===== src/rtl/dram_master_arbiter_pkg.sv =====
// dram_arb_pkg: shared types and defaults for the DRAM master arbiter.
package dram_arb_pkg;
  typedef enum logic [0:0] {ARB_IDLE, ARB_ISSUE} arb_state_t;
  localparam int ARB_NUM_REQ = 3;
  localparam int ARB_ADDR_W = 32;
  localparam int ARB_DATA_W = 32;
  localparam int ARB_TIMEOUT_CYC = 1023;
  localparam logic [31:0] ARB_TIMEOUT_DATA = 32'hDEAD_BEEF;
endpackage


===== src/rtl/dram_master_arbiter_if.sv =====
// dram_master_arbiter_if: requester and Avalon-MM DRAM master signals of the arbiter.
// timeout_err exists only when DRAM_ARB_TIMEOUT_EN is defined.
interface dram_master_arbiter_if
  import dram_arb_pkg::*;
#(
  parameter int NUM_REQ = ARB_NUM_REQ,
  parameter int ADDR_W = ARB_ADDR_W,
  parameter int DATA_W = ARB_DATA_W
);
  logic [NUM_REQ-1:0] req_valid;
  logic [NUM_REQ-1:0] req_write;
  logic [NUM_REQ-1:0][ADDR_W-1:0] req_addr;
  logic [NUM_REQ-1:0][DATA_W-1:0] req_wdata;
  logic [NUM_REQ-1:0][DATA_W/8-1:0] req_byteen;
  logic [NUM_REQ-1:0] resp_valid;
  logic [DATA_W-1:0] resp_rdata;
  logic busy;
  logic DRAM_master_WaitRequest;
  logic DRAM_master_Read;
  logic DRAM_master_Write;
  logic [ADDR_W-1:0] DRAM_master_Address;
  logic [DATA_W/8-1:0] DRAM_master_ByteEnable;
  logic [DATA_W-1:0] DRAM_master_ReadData;
  logic [DATA_W-1:0] DRAM_master_WriteData;
`ifdef DRAM_ARB_TIMEOUT_EN
  logic timeout_err;
`endif
  modport master (
    input req_valid, req_write, req_addr, req_wdata, req_byteen,
    input DRAM_master_WaitRequest, DRAM_master_ReadData,
    output resp_valid, resp_rdata, busy,
    output DRAM_master_Read, DRAM_master_Write, DRAM_master_Address,
    output DRAM_master_ByteEnable, DRAM_master_WriteData
`ifdef DRAM_ARB_TIMEOUT_EN
    , output timeout_err
`endif
  );
  modport slave (
    output req_valid, req_write, req_addr, req_wdata, req_byteen,
    output DRAM_master_WaitRequest, DRAM_master_ReadData,
    input resp_valid, resp_rdata, busy,
    input DRAM_master_Read, DRAM_master_Write, DRAM_master_Address,
    input DRAM_master_ByteEnable, DRAM_master_WriteData
`ifdef DRAM_ARB_TIMEOUT_EN
    , input timeout_err
`endif
  );
endinterface


===== src/rtl/dram_master_arbiter_rr_picker.sv =====
// rr_picker: combinational round-robin selector; searches upward from start, wrapping.
module rr_picker #(
  parameter int NUM_REQ = 3,
  parameter int IDX_W = $clog2(NUM_REQ)
) (
  input  logic [NUM_REQ-1:0] req,
  input  logic [IDX_W-1:0]   start,
  output logic [NUM_REQ-1:0] grant,
  output logic [IDX_W-1:0]   idx,
  output logic               any
);
  always_comb begin
    grant = '0;
    idx = '0;
    any = 1'b0;
    for (int i = 0; i < NUM_REQ; i++)
      if (!any && req[(int'(start) + i) % NUM_REQ]) begin
        any = 1'b1;
        grant[(int'(start) + i) % NUM_REQ] = 1'b1;
        idx = IDX_W'((int'(start) + i) % NUM_REQ);
      end
  end
endmodule


===== src/rtl/dram_master_arbiter.sv =====
// dram_master_arbiter: round-robin sharing of one Avalon-MM DRAM master, one word in flight.
// Define DRAM_ARB_TIMEOUT_EN to abort transfers stalled for TIMEOUT_CYC cycles.
module dram_master_arbiter
  import dram_arb_pkg::*;
#(
  parameter int NUM_REQ = ARB_NUM_REQ,
  parameter int ADDR_W = ARB_ADDR_W,
  parameter int DATA_W = ARB_DATA_W
`ifdef DRAM_ARB_TIMEOUT_EN
  , parameter int TIMEOUT_CYC = ARB_TIMEOUT_CYC
`endif
) (
  input logic clock,
  input logic reset,
  dram_master_arbiter_if.master bus
);
  localparam int IDX_W = $clog2(NUM_REQ);
  arb_state_t state, state_n;
  logic [IDX_W-1:0] ptr, winner, pick_idx;
  logic [NUM_REQ-1:0] owner, pick_grant;
  logic pick_any, grant_go, done, abort;
  rr_picker #(.NUM_REQ(NUM_REQ), .IDX_W(IDX_W)) u_pick (
    .req(bus.req_valid), .start(ptr), .grant(pick_grant), .idx(pick_idx), .any(pick_any)
  );
`ifdef DRAM_ARB_TIMEOUT_EN
  localparam int CNT_W = $clog2(TIMEOUT_CYC + 1);
  logic [CNT_W-1:0] wait_cnt;
  assign abort = state == ARB_ISSUE && bus.DRAM_master_WaitRequest && wait_cnt == CNT_W'(TIMEOUT_CYC - 1);
  always_ff @(posedge clock or negedge reset)
    if (!reset) begin
      wait_cnt <= '0;
      bus.timeout_err <= 1'b0;
    end else begin
      wait_cnt <= grant_go ? '0 : (state == ARB_ISSUE && bus.DRAM_master_WaitRequest) ? wait_cnt + 1'b1 : wait_cnt;
      bus.timeout_err <= bus.timeout_err | abort;
    end
`else
  assign abort = 1'b0;
`endif
  always_ff @(posedge clock or negedge reset)
    if (!reset) state <= ARB_IDLE;
    else state <= state_n;
  always_comb begin
    grant_go = state == ARB_IDLE && pick_any;
    done = state == ARB_ISSUE && (!bus.DRAM_master_WaitRequest || abort);
    state_n = grant_go ? ARB_ISSUE : done ? ARB_IDLE : state;
  end
  always_ff @(posedge clock or negedge reset)
    if (!reset) begin
      ptr <= '0;
      winner <= '0;
      owner <= '0;
      bus.resp_valid <= '0;
      bus.resp_rdata <= '0;
      bus.busy <= 1'b0;
      bus.DRAM_master_Read <= 1'b0;
      bus.DRAM_master_Write <= 1'b0;
      bus.DRAM_master_Address <= '0;
      bus.DRAM_master_ByteEnable <= '0;
      bus.DRAM_master_WriteData <= '0;
    end else begin
      bus.resp_valid <= done ? owner : '0;
      if (grant_go) begin
        winner <= pick_idx;
        owner <= pick_grant;
        bus.busy <= 1'b1;
        bus.DRAM_master_Read <= ~bus.req_write[pick_idx];
        bus.DRAM_master_Write <= bus.req_write[pick_idx];
        bus.DRAM_master_Address <= bus.req_addr[pick_idx];
        bus.DRAM_master_ByteEnable <= bus.req_byteen[pick_idx];
        bus.DRAM_master_WriteData <= bus.req_wdata[pick_idx];
      end
      if (done) begin
        ptr <= (winner == IDX_W'(NUM_REQ - 1)) ? '0 : winner + 1'b1;
        bus.busy <= 1'b0;
        bus.DRAM_master_Read <= 1'b0;
        bus.DRAM_master_Write <= 1'b0;
        bus.resp_rdata <= abort ? DATA_W'(ARB_TIMEOUT_DATA) : bus.DRAM_master_Read ? bus.DRAM_master_ReadData : bus.resp_rdata;
      end
    end
endmodule

===== src/flat_wrapper.sv =====
// flat-port wrapper written by rule: the top's interface ports become plain ports
module dram_master_arbiter_flat import dram_arb_pkg::*;
#(
  parameter int NUM_REQ = ARB_NUM_REQ,
  parameter int ADDR_W = ARB_ADDR_W,
  parameter int DATA_W = ARB_DATA_W

)
  (clock, reset, bus_req_valid, bus_req_write, bus_req_addr, bus_req_wdata, bus_req_byteen, bus_DRAM_master_WaitRequest, bus_DRAM_master_ReadData, bus_resp_valid, bus_resp_rdata, bus_busy, bus_DRAM_master_Read, bus_DRAM_master_Write, bus_DRAM_master_Address, bus_DRAM_master_ByteEnable, bus_DRAM_master_WriteData);
  dram_master_arbiter_if #(.NUM_REQ(NUM_REQ), .ADDR_W(ADDR_W), .DATA_W(DATA_W)) bus_i ();
  input logic clock;
  input logic reset;
  input wire logic [$bits(bus_i.req_valid)-1:0] bus_req_valid;
  input wire logic [$bits(bus_i.req_write)-1:0] bus_req_write;
  input wire logic [$bits(bus_i.req_addr)-1:0] bus_req_addr;
  input wire logic [$bits(bus_i.req_wdata)-1:0] bus_req_wdata;
  input wire logic [$bits(bus_i.req_byteen)-1:0] bus_req_byteen;
  input wire logic [$bits(bus_i.DRAM_master_WaitRequest)-1:0] bus_DRAM_master_WaitRequest;
  input wire logic [$bits(bus_i.DRAM_master_ReadData)-1:0] bus_DRAM_master_ReadData;
  output wire logic [$bits(bus_i.resp_valid)-1:0] bus_resp_valid;
  output wire logic [$bits(bus_i.resp_rdata)-1:0] bus_resp_rdata;
  output wire logic [$bits(bus_i.busy)-1:0] bus_busy;
  output wire logic [$bits(bus_i.DRAM_master_Read)-1:0] bus_DRAM_master_Read;
  output wire logic [$bits(bus_i.DRAM_master_Write)-1:0] bus_DRAM_master_Write;
  output wire logic [$bits(bus_i.DRAM_master_Address)-1:0] bus_DRAM_master_Address;
  output wire logic [$bits(bus_i.DRAM_master_ByteEnable)-1:0] bus_DRAM_master_ByteEnable;
  output wire logic [$bits(bus_i.DRAM_master_WriteData)-1:0] bus_DRAM_master_WriteData;
  assign bus_i.req_valid = bus_req_valid;
  assign bus_i.req_write = bus_req_write;
  assign bus_i.req_addr = bus_req_addr;
  assign bus_i.req_wdata = bus_req_wdata;
  assign bus_i.req_byteen = bus_req_byteen;
  assign bus_i.DRAM_master_WaitRequest = bus_DRAM_master_WaitRequest;
  assign bus_i.DRAM_master_ReadData = bus_DRAM_master_ReadData;
  assign bus_resp_valid = bus_i.resp_valid;
  assign bus_resp_rdata = bus_i.resp_rdata;
  assign bus_busy = bus_i.busy;
  assign bus_DRAM_master_Read = bus_i.DRAM_master_Read;
  assign bus_DRAM_master_Write = bus_i.DRAM_master_Write;
  assign bus_DRAM_master_Address = bus_i.DRAM_master_Address;
  assign bus_DRAM_master_ByteEnable = bus_i.DRAM_master_ByteEnable;
  assign bus_DRAM_master_WriteData = bus_i.DRAM_master_WriteData;
  dram_master_arbiter #(.NUM_REQ(NUM_REQ), .ADDR_W(ADDR_W), .DATA_W(DATA_W)) u_core (.clock(clock), .reset(reset), .bus(bus_i));
endmodule

===== config.mk =====
export PLATFORM = sky130hd
export DESIGN_NAME = dram_master_arbiter_flat
export DESIGN_NICKNAME = d
export VERILOG_FILES = /design/src/rtl/dram_master_arbiter_pkg.sv /design/src/rtl/dram_master_arbiter_if.sv /design/src/rtl/dram_master_arbiter_rr_picker.sv /design/src/rtl/dram_master_arbiter.sv /design/src/flat_wrapper.sv
export SDC_FILE = /design/constraint.sdc
export NUM_CORES = 1
export LEC_CHECK = 0
export CORE_AREA = 2 2 136 138
export CTS_CLUSTER_DIAMETER = 60
export DETAILED_ROUTE_END_ITERATION = 12
export DIE_AREA = 0 0 138 140
export DONT_BUFFER_PORTS = 1
export HOLD_SLACK_MARGIN = 0.03
export PLACE_DENSITY = 0.44
export SYNTH_ARGS = -nofsm -noshare
export SYNTH_HDL_FRONTEND = slang
export SYNTH_SLANG_ARGS = --single-unit

===== constraint.sdc =====
create_clock -name clock -period 6.02 [get_ports clock]
set_input_delay 0.602 -clock clock [delete_from_list [all_inputs] [get_ports clock]]
set_output_delay 0.602 -clock clock [all_outputs]
set_load 0.03 [all_outputs]

==> impl_metrics.ini <==
[run_status]
outcome = complete, no violations

[pwr]
power_density_mw_per_mm2 = 761
ir_drop_mv = 0.260
design_power_total_mw = 4.75
p_leak_nw = 2.62

[logic_synthesis]
synth_warnings = 0
synth_edf_count = 0
synthesis.area_sq_mm = 0.00553
async_flop_share_pct = 100
synth_cells = 478
synth_ff_type = dfrtp_1
synth_cell_types = 38
synth_seq_cells = 114
synth_nets = 727
synth-seq-area-share_pct = 51.6
avgSynthCellArea_sq_um = 11.6

[place]
placed_cell_area_sq_mm = 0.00565
gp_congestion = 0.781
placed_cells = 673
post-dp-hpwl_mm = 12.2
portBuffers = 0

[hold_path]
hold_class = in -> async

[job]
maxCapViolCount = 0

[clocking]
cts_buffer_depth = 2
cts-resized-gates = 0
cts_tree = built
clock_sinks = 114
cts_setup_buffers = 0
holdBufCountCts = 1
root_buffer = clkbuf_16
insertion_delay_ns = 0.40
cts_buffers = 17
clk_pin_slew_ns = 0.06
ctsHtreeMaxLevel = 4

[routing]
ant_nets = 0
vias = 3914
post-route-drc-count = 0
wl_per_cell_um = 23.8
drt_iter0_markers = 135
routed_wl_mm = 16.8
vias_per_cell = 5.54
drt-pass1-iter-count = 5

[sta]
rsz0062_at_grt = false
min_period_over_period_pct = 56.7
setup_viol = 0
finalClockSkew_ns = 0.00862
fmax_mhz = 293
hold_violations = 0
tightestPinTransition_ns = 0.879
max_slew_margin_pct = 41.3
fin_setup_tns_ns = 0
slew_viol_final = 0
min_period_ns = 3.41

[die]
start_util_pct = 31.1
die_area_sq_mm = 0.0193
die_w_um = 138
die_y_um = 140
fp-row-count = 49
io_pins = 351
core_sq_mm = 0.0178

[critical_path]
reg2reg_slack_ns = 2.61
cp-startpoint = u_core.ptr[0]$_DFFE_PN0P_
critPathLaunchType = flip-flop
cp.required_ns = 6.28
cp-end-kind = flip-flop
cp.arrival_ns = 3.67
crit_path_max_fanout = 38
path_class = reg -> reg
reg2reg_from = u_core.ptr[0]$_DFFE_PN0P_

[grt]
grt_antenna_before_repair = 0
grt.overflow.total = 0
grt_pass1_wl_mm = 25.2
grt_max_degree = 115
grt_pass1_vias = 4222
track_usage_pct = 17.1

[finish]
final_nets = 713
drive_gt1_share_pct = 15.9
area_delta_synth_final_pct = 12.9
final_cell_mix = 114 x dfrtp_1, 72 x mux2i_1, 68 x a22oi_1, 63 x o21ai_0, 33 x mux2_2
stdcell_area_sq_mm = 0.00625
final_common_cell = dfrtp_1
antenna_cells = 0
layoutNonFillerInstCount = 706
nFillCells = 1745
-- worst paths after layout --
check                      cells past startpoint                                               end
min reg2reg                                    1                       u_core.owner[1]$_DFFE_PN0P_
max in group asynchronous                      1  u_core.bus.DRAM_master_WriteData[17]$_DFFE_PN0P_
max reg2reg                                    9    u_core.bus.DRAM_master_Address[28]$_DFFE_PN0P_
min in group clock                             2  u_core.bus.DRAM_master_WriteData[16]$_DFFE_PN0P_
max                                            9    u_core.bus.DRAM_master_Address[28]$_DFFE_PN0P_
min                                            1             u_core.bus.resp_rdata[23]$_DFFE_PN0P_
-- metal layers --
metal	part of all wire (%)	wire length (um)	GRT usage, %
met2	51	8520	28.9
met3	9.8	1650	6.67
met5	0	0	0
met1	37	6270	19.2
met4	2.0	340	7.41
-- worst max-delay path, cell delays in order, from the launching register on --
cell     delay [ns]
dfrtp_1        0.37
inv_1          0.08
ha_1           0.49
mux2i_1        0.26
o22ai_2        0.13
nor2_1         0.23
o21ba_4        0.65
buf_4          0.65
mux2i_1        0.29
o21ai_0        0.09
-- kinds of logic after synthesis --
group / after synthesis / share of synthesized area [%]
mux: 105 / 19.7
compound gates: 168 / 19.5
flops: 114 / 51.6
simple gates: 43 / 3.98
fa+ha+maj: 4 / 0.905
buf+inv: 44 / 4.34
-- through the flow --
step	setup slack, ns	util, %	hold WS [ns]
2_1_floorplan	3.81	-	0.306
3_3_place_gp	2.71	31.8	0.309
3_5_place_dp	2.59	31.8	0.309
4_1_cts	2.58	35.1	0.163
5_1_grt	2.31	35.1	0.165
6_report	2.61	35.1	0.132
-- power by group --
group | internal (mW) | switching, mW | total (mW) | leakage, nW
clock network | 0.605 | 0.359 | 0.964 | 0.264
registers | 1.15 | 1.00 | 2.15 | 1.39
logic | 0.722 | 0.914 | 1.64 | 0.965
total | 2.48 | 2.28 | 4.75 | 2.62
-- layout make-up --
type / count / area, sq um / area share [%]
flip-flops and latches: 114 / 2850 / 45.7
multi-input cells: 320 / 2450 / 39.3
clock buffers: 18 / 429 / 6.87
well taps: 229 / 287 / 4.59
clock inverters: 14 / 139 / 2.22
repair buffers: 6 / 65.1 / 1.04
inverters: 5 / 18.8 / 0.300
-- registers in the layout (all words and copies together), names as in the netlist --
name,flops
u_core.bus.DRAM_master_Address,32
u_core.bus.DRAM_master_WriteData,32
u_core.bus.resp_rdata,32
u_core.owner,3
u_core.bus.resp_valid,3
u_core.bus.DRAM_master_Read,1
u_core.winner,2
u_core.bus.DRAM_master_ByteEnable,4
u_core.bus.busy,1
u_core.ptr,2
u_core.bus.DRAM_master_Write,1
u_core.state,1
-- cell usage after synthesis, drive strengths merged (2+ instances only) --
cell,count,area [sq um]
a21o,3,22.5
mux2i,72,721
buf,27,176
o21ai,77,385
o211ai,5,37.5
ha,4,50.1
a31oi,2,12.5
nor2b,3,18.8
clkbuf,12,45.0
mux2,33,372
nand2b,6,37.5
nand3b,3,22.5
a211oi,2,15.0
nand2,17,63.8
a22oi,68,510
inv,5,18.8
and2,3,18.8
dfrtp,114,2850
nand3,2,10.0
a21oi,3,18.8
nor2,6,25.0
Note: power is estimated with default switching activity, not from simulation.
